### config.mk
export PLATFORM = sky130hd
export DESIGN_NAME = counter_updn_mod
export DESIGN_NICKNAME = d
export VERILOG_FILES = /design/src/rtl/counter_pkg.sv /design/src/rtl/counter_updn_next.sv /design/src/rtl/counter_updn_mod.sv
export SDC_FILE = /design/constraint.sdc
export NUM_CORES = 1
export LEC_CHECK = 0
export CORE_UTILIZATION = 46
export CTS_CLUSTER_DIAMETER = 40
export DETAILED_ROUTE_END_ITERATION = 10
export GPL_TIMING_DRIVEN = 0
export PLACE_DENSITY_LB_ADDON = 0.12
export SYNTH_ARGS = -nofsm -noshare
export SYNTH_HDL_FRONTEND = slang
export SYNTH_SLANG_ARGS = --single-unit
### constraint.sdc
create_clock -name clk -period 2.3 [get_ports clk]
set_input_delay 0.46 -clock clk [delete_from_list [all_inputs] [get_ports clk]]
set_output_delay 0.46 -clock clk [all_outputs]
set_load 0.02 [all_outputs]
### src/rtl/counter_pkg.sv
// Shared types and helpers for the up/down counter family.
package counter_pkg;

  typedef enum logic {CNT_WRAP, CNT_SAT} cnt_mode_t;

  function automatic longint unsigned clamp(input longint unsigned v,
                                            input longint unsigned lo,
                                            input longint unsigned hi);
    if (v < lo) return lo;
    if (v > hi) return hi;
    return v;
  endfunction

endpackage

### src/rtl/counter_updn_next.sv
// Combinational next-count and boundary calculator for counter_updn_mod.
module counter_updn_next
  import counter_pkg::*;
#(
  parameter int          WIDTH   = 8,
  parameter int unsigned MIN_VAL = 0,
  parameter int unsigned MAX_VAL = 2**WIDTH-1,
  parameter int unsigned STEP    = 1,
  parameter cnt_mode_t   MODE    = CNT_WRAP
) (
  input  logic [WIDTH-1:0] cnt,
  input  logic             dir,
  output logic [WIDTH-1:0] next_cnt,
  output logic             bnd
);

  localparam logic [WIDTH:0] MIN_X   = (WIDTH+1)'(MIN_VAL);
  localparam logic [WIDTH:0] MAX_X   = (WIDTH+1)'(MAX_VAL);
  localparam logic [WIDTH:0] STEP_X  = (WIDTH+1)'(STEP);
  localparam logic [WIDTH:0] RANGE_X = (WIDTH+1)'(MAX_VAL - MIN_VAL + 1);

  // One extra bit keeps the overshoot visible; the down path treats it as a sign bit.
  logic [WIDTH:0] sum;
  logic [WIDTH:0] diff;

  assign sum  = {1'b0, cnt} + STEP_X;
  assign diff = {1'b0, cnt} - STEP_X;

  always_comb begin
    next_cnt = cnt;
    bnd      = 1'b0;
    if (dir) begin
      if (sum <= MAX_X) begin
        next_cnt = sum[WIDTH-1:0];
      end else begin
        bnd      = 1'b1;
        next_cnt = (MODE == CNT_SAT) ? MAX_X[WIDTH-1:0] : WIDTH'(sum - RANGE_X);
      end
    end else begin
      if ($signed(diff) >= $signed(MIN_X)) begin
        next_cnt = diff[WIDTH-1:0];
      end else begin
        bnd      = 1'b1;
        next_cnt = (MODE == CNT_SAT) ? MIN_X[WIDTH-1:0] : WIDTH'(diff + RANGE_X);
      end
    end
  end

endmodule

### src/rtl/counter_updn_mod.sv
// Parametrised up/down counter with wrap or saturate boundaries, boundary pulse and sticky overflow.
// Define COUNTER_CHK_EN to compile in the built-in property checks.
module counter_updn_mod
  import counter_pkg::*;
#(
  parameter int          WIDTH   = 8,
  parameter int unsigned MIN_VAL = 0,
  parameter int unsigned MAX_VAL = 2**WIDTH-1,
  parameter int unsigned STEP    = 1,
  parameter cnt_mode_t   MODE    = CNT_WRAP
) (
  input  logic             clk,
  input  logic             rst,
  input  logic             clr,
  input  logic             load,
  input  logic [WIDTH-1:0] load_val,
  input  logic             en,
  input  logic             dir,
  output logic [WIDTH-1:0] cnt,
  output logic             at_max,
  output logic             at_min,
  output logic             bnd_p,
  output logic             ovf_sticky
);

  localparam logic [WIDTH-1:0] MIN_W = WIDTH'(MIN_VAL);
  localparam logic [WIDTH-1:0] MAX_W = WIDTH'(MAX_VAL);

  if (MIN_VAL >= MAX_VAL || STEP < 1 || STEP > MAX_VAL - MIN_VAL ||
      (64'(MAX_VAL) >> WIDTH) != 64'd0) begin : g_bad_params
    $fatal(1, "counter_updn_mod: illegal WIDTH/MIN_VAL/MAX_VAL/STEP combination");
  end

  logic [WIDTH-1:0] next_cnt;
  logic             bnd;

  counter_updn_next #(
    .WIDTH  (WIDTH),
    .MIN_VAL(MIN_VAL),
    .MAX_VAL(MAX_VAL),
    .STEP   (STEP),
    .MODE   (MODE)
  ) u_next (
    .cnt     (cnt),
    .dir     (dir),
    .next_cnt(next_cnt),
    .bnd     (bnd)
  );

  // Priority is clr > load > en; bnd_p only survives the edge that caused it.
  always_ff @(posedge clk or posedge rst) begin
    if (rst) begin
      cnt        <= MIN_W;
      bnd_p      <= 1'b0;
      ovf_sticky <= 1'b0;
    end else if (clr) begin
      cnt        <= MIN_W;
      bnd_p      <= 1'b0;
      ovf_sticky <= 1'b0;
    end else if (load) begin
      cnt   <= WIDTH'(clamp(64'(load_val), 64'(MIN_VAL), 64'(MAX_VAL)));
      bnd_p <= 1'b0;
    end else if (en) begin
      cnt   <= next_cnt;
      bnd_p <= bnd;
      if (bnd) ovf_sticky <= 1'b1;
    end else begin
      bnd_p <= 1'b0;
    end
  end

  assign at_max = (cnt == MAX_W);
  assign at_min = (cnt == MIN_W);

`ifdef COUNTER_CHK_EN
  logic step_up;
  logic step_dn;
  assign step_up = en && !clr && !load && dir;
  assign step_dn = en && !clr && !load && !dir;

  a_known: assert property (@(posedge clk) disable iff (rst) !$isunknown(cnt))
    else $display("counter_updn_mod: cnt unknown");
  a_range: assert property (@(posedge clk) disable iff (rst) cnt >= MIN_W && cnt <= MAX_W)
    else $display("counter_updn_mod: cnt out of range");
  a_up: assert property (@(posedge clk) disable iff (rst)
                         step_up ##1 !bnd_p |-> cnt == WIDTH'($past(cnt) + STEP))
    else $display("counter_updn_mod: bad up step");
  a_dn: assert property (@(posedge clk) disable iff (rst)
                         step_dn ##1 !bnd_p |-> cnt == WIDTH'($past(cnt) - STEP))
    else $display("counter_updn_mod: bad down step");
  // Wrap mode with a large STEP can legitimately overshoot on consecutive steps.
  a_bnd2: assert property (@(posedge clk) disable iff (rst)
                           (MODE == CNT_SAT) && bnd_p && $past(bnd_p) |->
                           $past((step_up && at_max) || (step_dn && at_min)))
    else $display("counter_updn_mod: bnd_p held outside a limit");
  a_ovf: assert property (@(posedge clk) disable iff (rst) $fell(ovf_sticky) |-> $past(clr))
    else $display("counter_updn_mod: ovf_sticky fell without clr");
`endif

endmodule

Word-level counts from Yosys, hierarchy flattened --
Cells that the tools add are included.
Storage, ports and cells: input bits 14, register bits 10, output and inout bits 12, logic and storage cells 32
Cells by class: mux-type cells 16, equal/unequal tests 2, reductions and logical operators 5, $add $sub $neg 4, $lt $le $gt $ge 2
Operator list (number):
- $mux W8 | 6
- $mux W1 | 10
- $add A8 B1 Y9 const B | 1
- $ge A9 B1 Y1 const B | 1
- $le A9 B8 Y1 const B | 1
- $sub A8 B1 Y9 const B | 1
- $add A8 B1 Y8 const B | 1
- $eq A8 B8 Y1 const B | 1
- $logic_not A8 Y1 | 1
- $sub A8 B1 Y8 const B | 1
- $reduce_bool A2 Y1 | 2
- $reduce_and A3 Y1 | 1
- $reduce_bool A3 Y1 | 1
- $ne A2 B2 Y1 const B | 1

Longest topological paths before layout --
depth in word-level cells 8, gate-level depth with buffers 8, depth with buffers taken out 7

Cells and area by module --
From an unflattened synthesis, not the netlist that was laid out.
Unflattened totals: cell total of the unflattened synthesis 92, area total of the unflattened synthesis 843.3 sq um
By module, submodules not included:
- counter_updn_mod | seq. area each 250.2 sq um, cells an instance 49, area each 520.5 sq um, times used 1
- counter_updn_next | seq. area each 0.0 sq um, cells an instance 43, area each 322.8 sq um, times used 1

Least setup slack after synthesis --
No wires, ideal clock.
path type reg2reg, start point register cnt[0], end point register cnt[4], data required time 2.206 ns, buffers on the path 1, arrival 1.622 ns, setup time 0.094 ns, cell stages (with the launch flop) 8, period minus slack after synthesis 1.716 ns, setup slack 0.584 ns, cells stage by stage dfrtp_1 -> buf_2 -> inv_1 -> ha_1 -> nor4b_1 -> o21ai_0 -> xor2_1 -> a211oi_1
Between the ends: cells in the longest elaborated chain, start to end 7, elaborated cells between the ends (all ways) 12, those cells by class add/sub: 4; order compare: 2; mux: 6
Ends and longest elaborated chain:
- from (decl) | RTL line counter_updn_mod.sv:19 | output logic [WIDTH-1:0] cnt,
- from (signal assigned) | RTL line counter_updn_mod.sv:61 | cnt <= WIDTH'(clamp(64'(load_val), 64'(MIN_VAL), 64'(MAX_VAL)));
- from (signal assigned) | RTL line counter_updn_mod.sv:64 | cnt <= next_cnt;
- $sub A8 B1 Y9 or $add A8 B1 Y9 (tied branches) | RTL line counter_updn_next.sv:27, counter_updn_next.sv:26
- $add A8 B1 Y8, or another cell as far along | RTL line counter_updn_next.sv:44 | next_cnt = (MODE == CNT_SAT) ? MIN_X[WIDTH-1:0] : WIDTH'(diff + RANGE_X);
- $mux W8, on equally long branches | RTL line counter_updn_next.sv:40, counter_updn_next.sv:33
- $mux W8 (*) | RTL line counter_updn_next.sv:32 | if (dir) begin
- $mux W8 (*) | RTL line counter_updn_mod.sv:63 | end else if (en) begin
- $mux W8 (*) | RTL line counter_updn_mod.sv:60 | end else if (load) begin
- $mux W8 (*) | RTL line counter_updn_mod.sv:56 | end else if (clr) begin
Every way passes the cells marked *; elsewhere a longest branch is shown, timed or not. The select of a mux whose other input is x is not followed. A chain may end at the register's enable or synchronous reset.

Final worst setup path --
start point register cnt[2], end point output port at_min
Between the ends: cells in the longest elaborated chain, start to end 1
Ends and longest elaborated chain:
- $logic_not A8 Y1 | RTL line counter_updn_mod.sv:73 | assign at_min = (cnt == MIN_W);
- to (decl) | RTL line counter_updn_mod.sv:21 | output logic at_min,
No other way between the ends.

==> results.md <==
- Worst-path maximum fanout: 10
- Rows: 15
- GRT Util Overall: 21.5%
- Htree depth: 1
- Drt pass-1 iters: 4
- Routability cong.: 0.815
- Share of cells above drive strength 1: 13.7%
- Horiz. Die Dim: 45.1 um
- Int Pwr: 0.341 mW
- Commonest non-fill, non-tap cell in the layout: clkdlybuf4s50_1
- Fin. Hold Viols: 0
- Status: finished clean
- R2r endpoint: cnt[4]
- RSZ-0062 raised after global routing: false
- Syn nets: 117
- Reg2Reg Depth: 7
- Ports: 26
- Fill count: 153
- EDFF count, synth: 0
- Die area: 2040 um2
- RR Startpoint: cnt[0]
- Async S/R FF share, synth: 100%
- Setup Skew: 0.00910 ns
- Total power: 0.513 mW
- R2R Setup Slk: 0.48 ns
- Switching Fraction: 33.5%
- Power density cells: 451 nW/um2
- Mapped Area: 856 um2
- Reg power frac: 40.6%
- Crit end category: primary output
- Worst VDD drop: 0.329 mV
- Synth cell types: 36
- Area delta synth->final: 33.0%
- CTS max path bufs: 2
- Least-Margin Pin Slew: 0.503 ns
- Most frequent cells in the layout: 20 x clkdlybuf4s50_1, 13 x nor2_1, 8 x dfrtp_1
- CTS tree: built
- Buffers on Ports: 22
- Worst skew pair latency: 0.27 ns
- Area post-placement: 1110 um2
- Fmax: 470 MHz
- Vias: 811
- Setup Total Neg Slack: 0 ns
- Antenna cells: 0
- HPWL after DPL: 1450 um
- Final setup viols: 0
- Tcrit/Tclk final: 92.5%
- Sink Count: 10
- Slew Limit Fails: 0
- Classification of the worst setup path: flop to primary output
- Syn_area_per_cell: 8.64 um2
- Largest net degree at the start of global routing: 11
- #FFs+latches synth: 10
- WP data arrival: 1.67 ns
- Synthesis Warnings: 0
- Leakage Power: 0.475 nW
- Final WL: 1950 um
- Clock power share: 23.6%
- Hold_ws: 0.478 ns
- Post-Syn Instances: 99
- Antenna viol nets, final: 0
- Vias in the first global route: 702
- CTS buffer count: 3
- Postcts setup bufs: 0
- Tmin final: 2.13 ns
- Final nets: 144
- Crit path launch type: flop
- Combinational Power Share: 35.8%
- First-pass GRT wire length: 3180 um
- WP data required: 1.84 ns
- CORE AREA: 1730 um2
- Grt total ovfl: 0
- Main synth FF type: dfrtp_1
- Initial Util: 49.6%
- MaxCap Viol Count: 0
- Drt drc: 0
- Hold/Removal Path Class: input port to async pin
- Design Area, Final: 1140 um2
- Register area share after synthesis: 29.2%
- Initial antenna violation count: 0
- Root Driver: clkbuf_4
- Slew Limit Headroom: 66.4%
- Clk slew on worst S/H paths: 0.07 ns
- Vias per std cell: 5.44
- P_sw: 0.172 mW
- Die Height: 45.1 um
- DR WL/cell: 13.1 um
- DR iter-0 viols: 24
- Cts hold-fix bufs: 0
[state kept, by name, indices dropped and copies added, names as in the netlist]
| register | cells |
|---|---|
| bnd_p | 1 |
| cnt | 8 |
| ovf_sticky | 1 |
[power by group through the flow]
| stage | Sequential, mW | Combinational (mW) | Clock (mW) |
|---|---|---|---|
| finish | 0.209 | 0.184 | 0.121 |
| global route | 0.211 | 0.202 | 0.134 |
| CTS | 0.209 | 0.185 | 0.125 |
| detailed placement | 0.211 | 0.184 | 0 |
| global placement | 0.211 | 0.182 | 0 |
| floorplan | 0.222 | 0.104 | 0 |
[repair_timing]
item	in CTS	in global routing
hold endpoints to repair	0	0
cloned	0	0
gates resized for setup	5	1
pin swaps	1	0
endpoints found under the setup margin	2	1
[critical path, cell delays in order, from the launching register on]
cell and delay [ns]:
dfrtp_1 0.39, buf_6 0.15, nor4_4 0.34, and3_1 0.19, dlygate4sd2_1 0.32
[cells by family (layout without fill, tap and decap cells)]
group | Yosys count | after routing | share of synthesized area (%)
simple gates | 41 | 41 | 28.5
xor+xnor | 9 | 9 | 9.21
mux | 4 | 4 | 4.82
buf+inv | 13 | 38 | 7.02
fa+ha+maj | 4 | 4 | 5.85
compound gates | 18 | 18 | 15.4
flops | 10 | 10 | 29.2
[Yosys cell counts (all sizes together), types with 2 or more instances]
library cell	instances	area, um2
nand2b	2	12.5
o21ai	3	15.0
ha	4	50.1
inv	6	22.5
nand4b	2	17.5
buf	4	26.3
xor2	4	35.0
nor3	3	20.0
dfrtp	10	250
nor2	13	48.8
nand3b	3	22.5
a21boi	2	22.5
a211oi	5	42.5
clkbuf	3	11.3
xnor2	5	43.8
nand4	3	18.8
nand3	2	10.0
a21oi	3	15.0
and3	3	20.0
mux2i	3	30.0
a31oi	2	12.5
nand2	4	15.0
[how the worst max path moves through the flow]
stage / startpoint / to / slack, ns / cells past startpoint
floorplan: cnt[0] / cnt[4] / 0.58 / 7
global placement: cnt[1] / at_max / 0.16 / 4
detailed placement: cnt[1] / at_max / 0.13 / 4
CTS: cnt[1] / at_max / 0.02 / 4
global route: cnt[2] / at_min / 0.07 / 4
finish: cnt[2] / at_min / 0.17 / 4
[through the flow]
stage / cells / util, % / setup slack, ns
CTS: 149 / 65.8 / 0.0233
global route: 149 / 65.9 / 0.0677
floorplan: 99 / - / 0.584
global placement: 146 / 64.1 / 0.163
finish: 149 / 65.9 / 0.173
detailed placement: 146 / 64.1 / 0.133
[metal layers]
metal | vias up | part of all wire [%] | global-route usage (%)
li1 | 400 | - | -
met1 | 377 | 46 | 28.0
met2 | 34 | 47 | 35.1
met3 | 0 | 6.6 | 6.00
met4 | 0 | 0 | 4.85
met5 | - | 0 | 0
[area by class of cell]
cell class	count	area, um2	area share, %
inverter	6	22.5	1.98
multi-input combinational	76	548	48.1
clock buffer	3	22.5	1.98
tap	25	31.3	2.75
buffer	7	40.0	3.52
timing repair buffer	22	221	19.5
sequential	10	253	22.2
(Power assumes the default switching activity.)
